### src/rtl/bus_pkg.sv
// Shared definitions for the memory arbiter: default bus widths, arbiter
// state encoding, port-select encoding and the contention tie-break helper.
package bus_pkg;

    localparam int DEF_ADDR_W  = 32;
    localparam int DEF_DATA_W  = 32;
    localparam int DEF_TIMEOUT = 255;

    typedef enum logic [1:0] {
        ST_IDLE     = 2'd0,
        ST_GRANT_IB = 2'd1,
        ST_GRANT_DB = 2'd2
    } arb_state_e;

    typedef enum logic {
        PORT_IB = 1'b0,
        PORT_DB = 1'b1
    } port_e;

    // Under contention the port that did not win last time is chosen.
    function automatic port_e pick_port(input logic ib_req, input logic db_req,
                                        input port_e last);
        if (ib_req && db_req) begin
            return (last == PORT_DB) ? PORT_IB : PORT_DB;
        end else if (ib_req) begin
            return PORT_IB;
        end else begin
            return PORT_DB;
        end
    endfunction

endpackage

### src/rtl/bus_timeout.sv
// Grant-cycle counter: cleared when a grant is issued, counts while a grant
// is held, and flags the TIMEOUT-th held cycle.
module bus_timeout #(
    parameter int TIMEOUT = bus_pkg::DEF_TIMEOUT
) (
    input  logic clk,
    input  logic reset,
    input  logic clear,
    input  logic enable,
    output logic expired
);

    localparam int CNT_W = (TIMEOUT < 2) ? 1 : $clog2(TIMEOUT);
    localparam logic [CNT_W-1:0] LAST = CNT_W'(TIMEOUT - 1);

    logic [CNT_W-1:0] count;

    // Count holds at LAST; the arbiter leaves the grant state in that cycle.
    always_ff @(posedge clk or posedge reset) begin
        if (reset) begin
            count <= '0;
        end else if (clear) begin
            count <= '0;
        end else if (enable && (count != LAST)) begin
            count <= count + 1'b1;
        end
    end

    assign expired = enable && (count == LAST);

endmodule

### src/rtl/mem_arbiter.sv
// Two-port (instruction fetch / data) arbiter onto a single memory bus with
// alternating priority under contention and a per-grant ack timeout.
module mem_arbiter
    import bus_pkg::*;
#(
    parameter int ADDR_W  = DEF_ADDR_W,
    parameter int DATA_W  = DEF_DATA_W,
    parameter int TIMEOUT = DEF_TIMEOUT
) (
    input  logic                i_clk,
    input  logic                i_reset,

    input  logic                i_ib_stb,
    input  logic [ADDR_W-1:0]   i_ib_addr,
    output logic                o_ib_ack,
    output logic                o_ib_err,
    output logic [DATA_W-1:0]   o_ib_rdata,

    input  logic                i_db_stb,
    input  logic                i_db_we,
    input  logic [ADDR_W-1:0]   i_db_addr,
    input  logic [DATA_W-1:0]   i_db_wdata,
    input  logic [DATA_W/8-1:0] i_db_sel,
    output logic                o_db_ack,
    output logic                o_db_err,
    output logic [DATA_W-1:0]   o_db_rdata,

    output logic                o_mem_stb,
    output logic                o_mem_we,
    output logic [ADDR_W-1:0]   o_mem_addr,
    output logic [DATA_W-1:0]   o_mem_wdata,
    output logic [DATA_W/8-1:0] o_mem_sel,
    input  logic                i_mem_ack,
    input  logic [DATA_W-1:0]   i_mem_rdata,

    output logic                o_busy
);

    arb_state_e state;
    arb_state_e state_nxt;
    port_e      last_grant;
    port_e      grant_port;
    logic       grant_req;
    logic       finish;
    logic       timed_out;
    logic       tmo_clear;
    logic       tmo_en;
    logic       tmo_expired;

    bus_timeout #(
        .TIMEOUT (TIMEOUT)
    ) u_timeout (
        .clk     (i_clk),
        .reset   (i_reset),
        .clear   (tmo_clear),
        .enable  (tmo_en),
        .expired (tmo_expired)
    );

    always_comb begin
        state_nxt  = state;
        grant_port = pick_port(i_ib_stb, i_db_stb, last_grant);
        grant_req  = 1'b0;
        finish     = 1'b0;
        timed_out  = 1'b0;
        tmo_clear  = 1'b0;
        tmo_en     = 1'b0;
        o_ib_ack   = 1'b0;
        o_ib_err   = 1'b0;
        o_ib_rdata = '0;
        o_db_ack   = 1'b0;
        o_db_err   = 1'b0;
        o_db_rdata = '0;

        case (state)
            ST_IDLE: begin
                if (i_ib_stb || i_db_stb) begin
                    grant_req = 1'b1;
                    tmo_clear = 1'b1;
                    state_nxt = (grant_port == PORT_IB) ? ST_GRANT_IB : ST_GRANT_DB;
                end
            end
            ST_GRANT_IB, ST_GRANT_DB: begin
                tmo_en    = 1'b1;
                finish    = i_mem_ack || tmo_expired;
                // A real ack in the expiry cycle wins over the timeout.
                timed_out = tmo_expired && !i_mem_ack;
                if (finish) begin
                    state_nxt = ST_IDLE;
                end
                if (state == ST_GRANT_IB) begin
                    o_ib_ack   = finish;
                    o_ib_err   = timed_out;
                    o_ib_rdata = timed_out ? '0 : i_mem_rdata;
                end else begin
                    o_db_ack   = finish;
                    o_db_err   = timed_out;
                    o_db_rdata = timed_out ? '0 : i_mem_rdata;
                end
            end
            default: begin
                state_nxt = ST_IDLE;
            end
        endcase
    end

    always_ff @(posedge i_clk or posedge i_reset) begin
        if (i_reset) begin
            state      <= ST_IDLE;
            last_grant <= PORT_DB;
        end else begin
            state <= state_nxt;
            if (grant_req) begin
                last_grant <= grant_port;
            end
        end
    end

    // Request fields are captured only at the grant decision and held
    // until the transaction completes, independent of the requester.
    always_ff @(posedge i_clk or posedge i_reset) begin
        if (i_reset) begin
            o_mem_stb   <= 1'b0;
            o_mem_we    <= 1'b0;
            o_mem_addr  <= '0;
            o_mem_wdata <= '0;
            o_mem_sel   <= '0;
        end else if (grant_req) begin
            o_mem_stb <= 1'b1;
            if (grant_port == PORT_IB) begin
                o_mem_we    <= 1'b0;
                o_mem_addr  <= i_ib_addr;
                o_mem_wdata <= '0;
                o_mem_sel   <= '1;
            end else begin
                o_mem_we    <= i_db_we;
                o_mem_addr  <= i_db_addr;
                o_mem_wdata <= i_db_wdata;
                o_mem_sel   <= i_db_sel;
            end
        end else if (finish) begin
            o_mem_stb <= 1'b0;
        end
    end

    assign o_busy = (state != ST_IDLE);

endmodule

### config.mk
export PLATFORM = sky130hd
export DESIGN_NAME = mem_arbiter
export DESIGN_NICKNAME = d
export VERILOG_FILES = /design/src/rtl/bus_pkg.sv /design/src/rtl/bus_timeout.sv /design/src/rtl/mem_arbiter.sv
export SDC_FILE = /design/constraint.sdc
export NUM_CORES = 1
export LEC_CHECK = 0
export ABC_CLOCK_PERIOD_IN_PS = 4600
export BUFFER_PORTS_ARGS = -buffer_cell sky130_fd_sc_hd__clkbuf_2
export CAP_MARGIN = 20
export CORE_ASPECT_RATIO = 0.75
export CORE_MARGIN = 1.5
export CORE_UTILIZATION = 35
export DETAILED_ROUTE_END_ITERATION = 8
export PLACE_DENSITY = 0.75
export SLEW_MARGIN = 5
export SYNTH_ARGS = -nofsm -noshare
export SYNTH_HDL_FRONTEND = slang
export SYNTH_SLANG_ARGS = --single-unit
export TNS_END_PERCENT = 50
### constraint.sdc
create_clock -name i_clk -period 4.6 [get_ports i_clk]
set_clock_uncertainty 0.15 [all_clocks]
set_input_delay 1.38 -clock i_clk [delete_from_list [all_inputs] [get_ports i_clk]]
set_output_delay 1.38 -clock i_clk [all_outputs]
set_load 0.02 [all_outputs]
==> results.txt <==
----------------------------------------------------
[Worst setup path]
  Crit. End Element ... output port
  Path type of the worst setup path ... in2out
  FF-to-FF setup slack ... 2.55 ns
  Critical Path RT ... 3.07 ns
  Signal arrival time at the worst endpoint ... 2.39 ns
  Reg2reg start ... state[1]
  Maximum fanout along the worst path ... 32
  Delay of the slowest cell on the worst path ... 0.28 ns
  Slowest-stage cell, CP ... sky130_fd_sc_hd__buf_4
  Kind of start point of the critical path ... input pin
  Top cell by count, worst path ... sky130_fd_sc_hd__clkbuf_2
  CP Cell Sequence ... clkbuf_2, inv_1, a31oi_2, buf_4, and2_1, clkbuf_2
  Crit. Startpoint ... i_mem_ack

[Synthesis]
  Number of synthesized register bits ... 81
  Warning count from the yosys run ... 0
  Async set-reset flop share out of synthesis ... 100%
  Mapped Avg Cell Area ... 11.2 sq um
  Leading cell types by total area after synthesis ... sky130_fd_sc_hd__dfrtp_1, sky130_fd_sc_hd__and2_1, sky130_fd_sc_hd__a221o_1
  Mux cell area share after synthesis ... 0.511%
  Synth Area in XOR/XNOR ... 0%
  Post-synthesis compound-gate area fraction ... 21.5%
  Share of the synthesized area in the top cell type ... 51.1%
  Synth unique cells ... 40
  Share of synthesized cell area in full adder, half adder and majority cells ... 1.28%
  Most frequent cells after synthesis ... sky130_fd_sc_hd__and2_1, sky130_fd_sc_hd__dfrtp_1, sky130_fd_sc_hd__a22o_1
  Largest family of logic cells by synthesized area ... compound AO/OA/AOI/OAI gates
  Share of synthesized cell area in and, or, nand and nor gates ... 20.0%
  Yosys top cell by area ... sky130_fd_sc_hd__dfrtp_1
  Cell area after synthesis ... 3920 sq um
  Post-synth EDFFs ... 0
  Synthesized netlist net count ... 491
  Count of mapped cells out of synthesis ... 349
  Leading register cell type out of synthesis ... sky130_fd_sc_hd__dfrtp_1
  Part of the Yosys area used for sequential elements ... 51.8%

[Timing]
  Setup Viol. Count Final ... 0
  Final number of max-transition violations ... 0
  Slew @ Worst Pin ... 0.704 ns
  Max Clk Rate ... 0.255 GHz
  Minimum period implied by the final worst setup slack ... 3.92 ns
  Total negative setup slack ... 0 ns
  Total count of hold-check failures in the final report ... 0
  Share of the clock period used by the worst path after layout ... 85.2%
  Tightest slew margin relative to the limit ... 53.0%
  Worst hold slack across all endpoints ... 0.332 ns
  RSZ-0062 raised after global routing ... no

[Route]
  WL/cell ... 15.3 um
  Post-route DRC violation count ... 0
  DRT Wirelength ... 11,600 um
  Post-route antenna net violation count ... 0
  First-pass DRT Iterations ... 5
  Detailed router's first-iteration violation count ... 202
  Routed via count ... 3,727
  Average vias per placed instance ... 4.91

[Die]
  Starting density of the core ... 35.9%
  Area inside the core boundary ... 10,900 sq um
  Die outline width ... 125 um
  Row count ... 33
  Y dimension of the die ... 94.6 um
  Total die area ... 11,800 sq um
  I/O pins ... 277

[Min path]
  Type of the most critical hold path ... reg2reg
  Hold path startpoint ... u_timeout.count[7]

[Global route]
  Antenna violations before repair ... 0
  Gr usage total ... 18.8%
  Maximum number of pins on one net before global-route repair ... 66
  Overflow after GRT ... 0
  Vias in the first global route ... 3,496
  First-pass GRT wire length ... 17,900 um

[Place]
  Placer congestion estimate ... 0.822
  DP Wirelength ... 8770 um
  # placed instances ... 743
  Count of input and output buffers ... 276

[Layout]
  Fraction of layout cells with a size suffix above 1 ... 49.3%
  Final Net Count ... 757
  Area overhead of the layout relative to synthesis ... 46.4%
  Number of antenna cells inserted ... 0
  Count of filler cells inserted in the layout ... 983
  Count of non-filler cells in the finished layout ... 759

[Clocking]
  CTS H-Tree Depth ... 3
  Clock latency reported for the late side of the worst-skew pair ... 0.32 ns
  Clock net sink count ... 81
  Num CTS Buffers ... 9
  Root Buffer Master ... sky130_fd_sc_hd__clkbuf_16
  Post-CTS setup buffer count ... 0
  Hold-fix buffer count after cts ... 0
  Clock-pin transition on the worst setup and hold timing paths ... 0.06 ns
  TritonCTS clock tree ... yes
  Buffers from clock root to sink, at most ... 2
  # resized after CTS ... 0

[Flow run]
  Max-cap check violation count ... 0

[Power]
  VDD IR max ... 279 uV
  Leak Pwr ... 0.00310 uW
  Power density over the cells ... 733 nW/um^2

[Run status]
  Outcome ... finished clean

----------------------------------------------------
per-stage QoR:
stage	area [sq um]	setup slack (ns)	utilization [%]	power [uW]
2_1_floorplan	3920	0.992	-	2670
3_3_place_gp	5370	0.761	49.3	3330
3_5_place_dp	5370	0.705	49.3	3390
4_1_cts	5710	0.707	52.4	4230
5_1_grt	5730	0.609	52.6	4460
6_report	5730	0.681	52.6	4200
critical path: cells and delay by family:
family                 cells  cell delay (ns)
buffers and inverters      4             0.69
AND/OR/NAND/NOR            1             0.20
AO/OA/AOI/OAI              1             0.12
cell usage in the layout, fill, tap and decap left out, types with 2 or more instances in the layout:
cell / count
sky130_fd_sc_hd__inv_1: 6
sky130_fd_sc_hd__a221o_1: 32
sky130_fd_sc_hd__a31oi_1: 2
sky130_fd_sc_hd__and4_1: 2
sky130_fd_sc_hd__o21ai_0: 4
sky130_fd_sc_hd__nor3_1: 3
sky130_fd_sc_hd__nand2_1: 15
sky130_fd_sc_hd__bufinv_16: 3
sky130_fd_sc_hd__nand2b_1: 3
sky130_fd_sc_hd__and3_1: 2
sky130_fd_sc_hd__nand4_1: 2
sky130_fd_sc_hd__clkinv_2: 2
sky130_fd_sc_hd__nand3_1: 2
sky130_fd_sc_hd__a22o_1: 33
sky130_fd_sc_hd__nor2_1: 2
sky130_fd_sc_hd__and2_0: 16
sky130_fd_sc_hd__and2_1: 80
sky130_fd_sc_hd__buf_4: 6
sky130_fd_sc_hd__a31oi_2: 2
sky130_fd_sc_hd__ha_1: 4
sky130_fd_sc_hd__o221ai_1: 2
sky130_fd_sc_hd__mux2i_1: 2
sky130_fd_sc_hd__o22a_1: 5
sky130_fd_sc_hd__clkbuf_2: 276
sky130_fd_sc_hd__a21oi_1: 4
sky130_fd_sc_hd__dfrtp_1: 80
sky130_fd_sc_hd__clkbuf_16: 9
sky130_fd_sc_hd__a211o_1: 2
registers in the layout, summed over array words and instances (netlist names):
name / flops
u_timeout.count: 8
o_mem_we: 1
last_grant: 1
state: 2
o_mem_stb: 1
o_mem_sel: 4
o_mem_addr: 32
o_mem_wdata: 32
final timing paths:
path                                 endpoint  cells past startpoint
min                        u_timeout.count[7]                      1
max in group asynchronous      o_mem_wdata[1]                      3
max                            o_ib_rdata[20]                      6
min reg2reg                u_timeout.count[7]                      1
max reg2reg                     o_mem_addr[4]                      5
min in group asynchronous        o_mem_sel[0]                      2
cells by family (layout without fill, tap and decap cells):
kind of cell	after synthesis	after routing
simple gates	131	131
compound gates	96	96
flops	81	81
buf+inv	35	305
fa+ha+maj	4	4
mux	2	2
report_power, final:
| group | internal (uW) | switching, uW |
|---|---|---|
| clock | 542 | 266 |
| sequential | 1040 | 179 |
| combinational | 829 | 1350 |
| total | 2410 | 1790 |
final cells by class:
type	instances	area (sq um)	share of cell area, %
flip-flops and latches	81	2030	35.4
multi-input cells	233	1710	29.9
repair buffers	283	1450	25.2
clock buffers	10	239	4.17
well taps	140	175	3.06
clock inverters	5	104	1.81
inverters	7	27.5	0.480
routing by layer:
metal / GRT usage [%] / vias to the layer above / wire length, um
li1: - / 1802 / -
met1: 26.0 / 1782 / 5330
met2: 30.3 / 135 / 5610
met3: 4.08 / 8 / 604
met4: 4.73 / 0 / 94
met5: 0 / - / 0
Power figures use the tool's default switching activity.
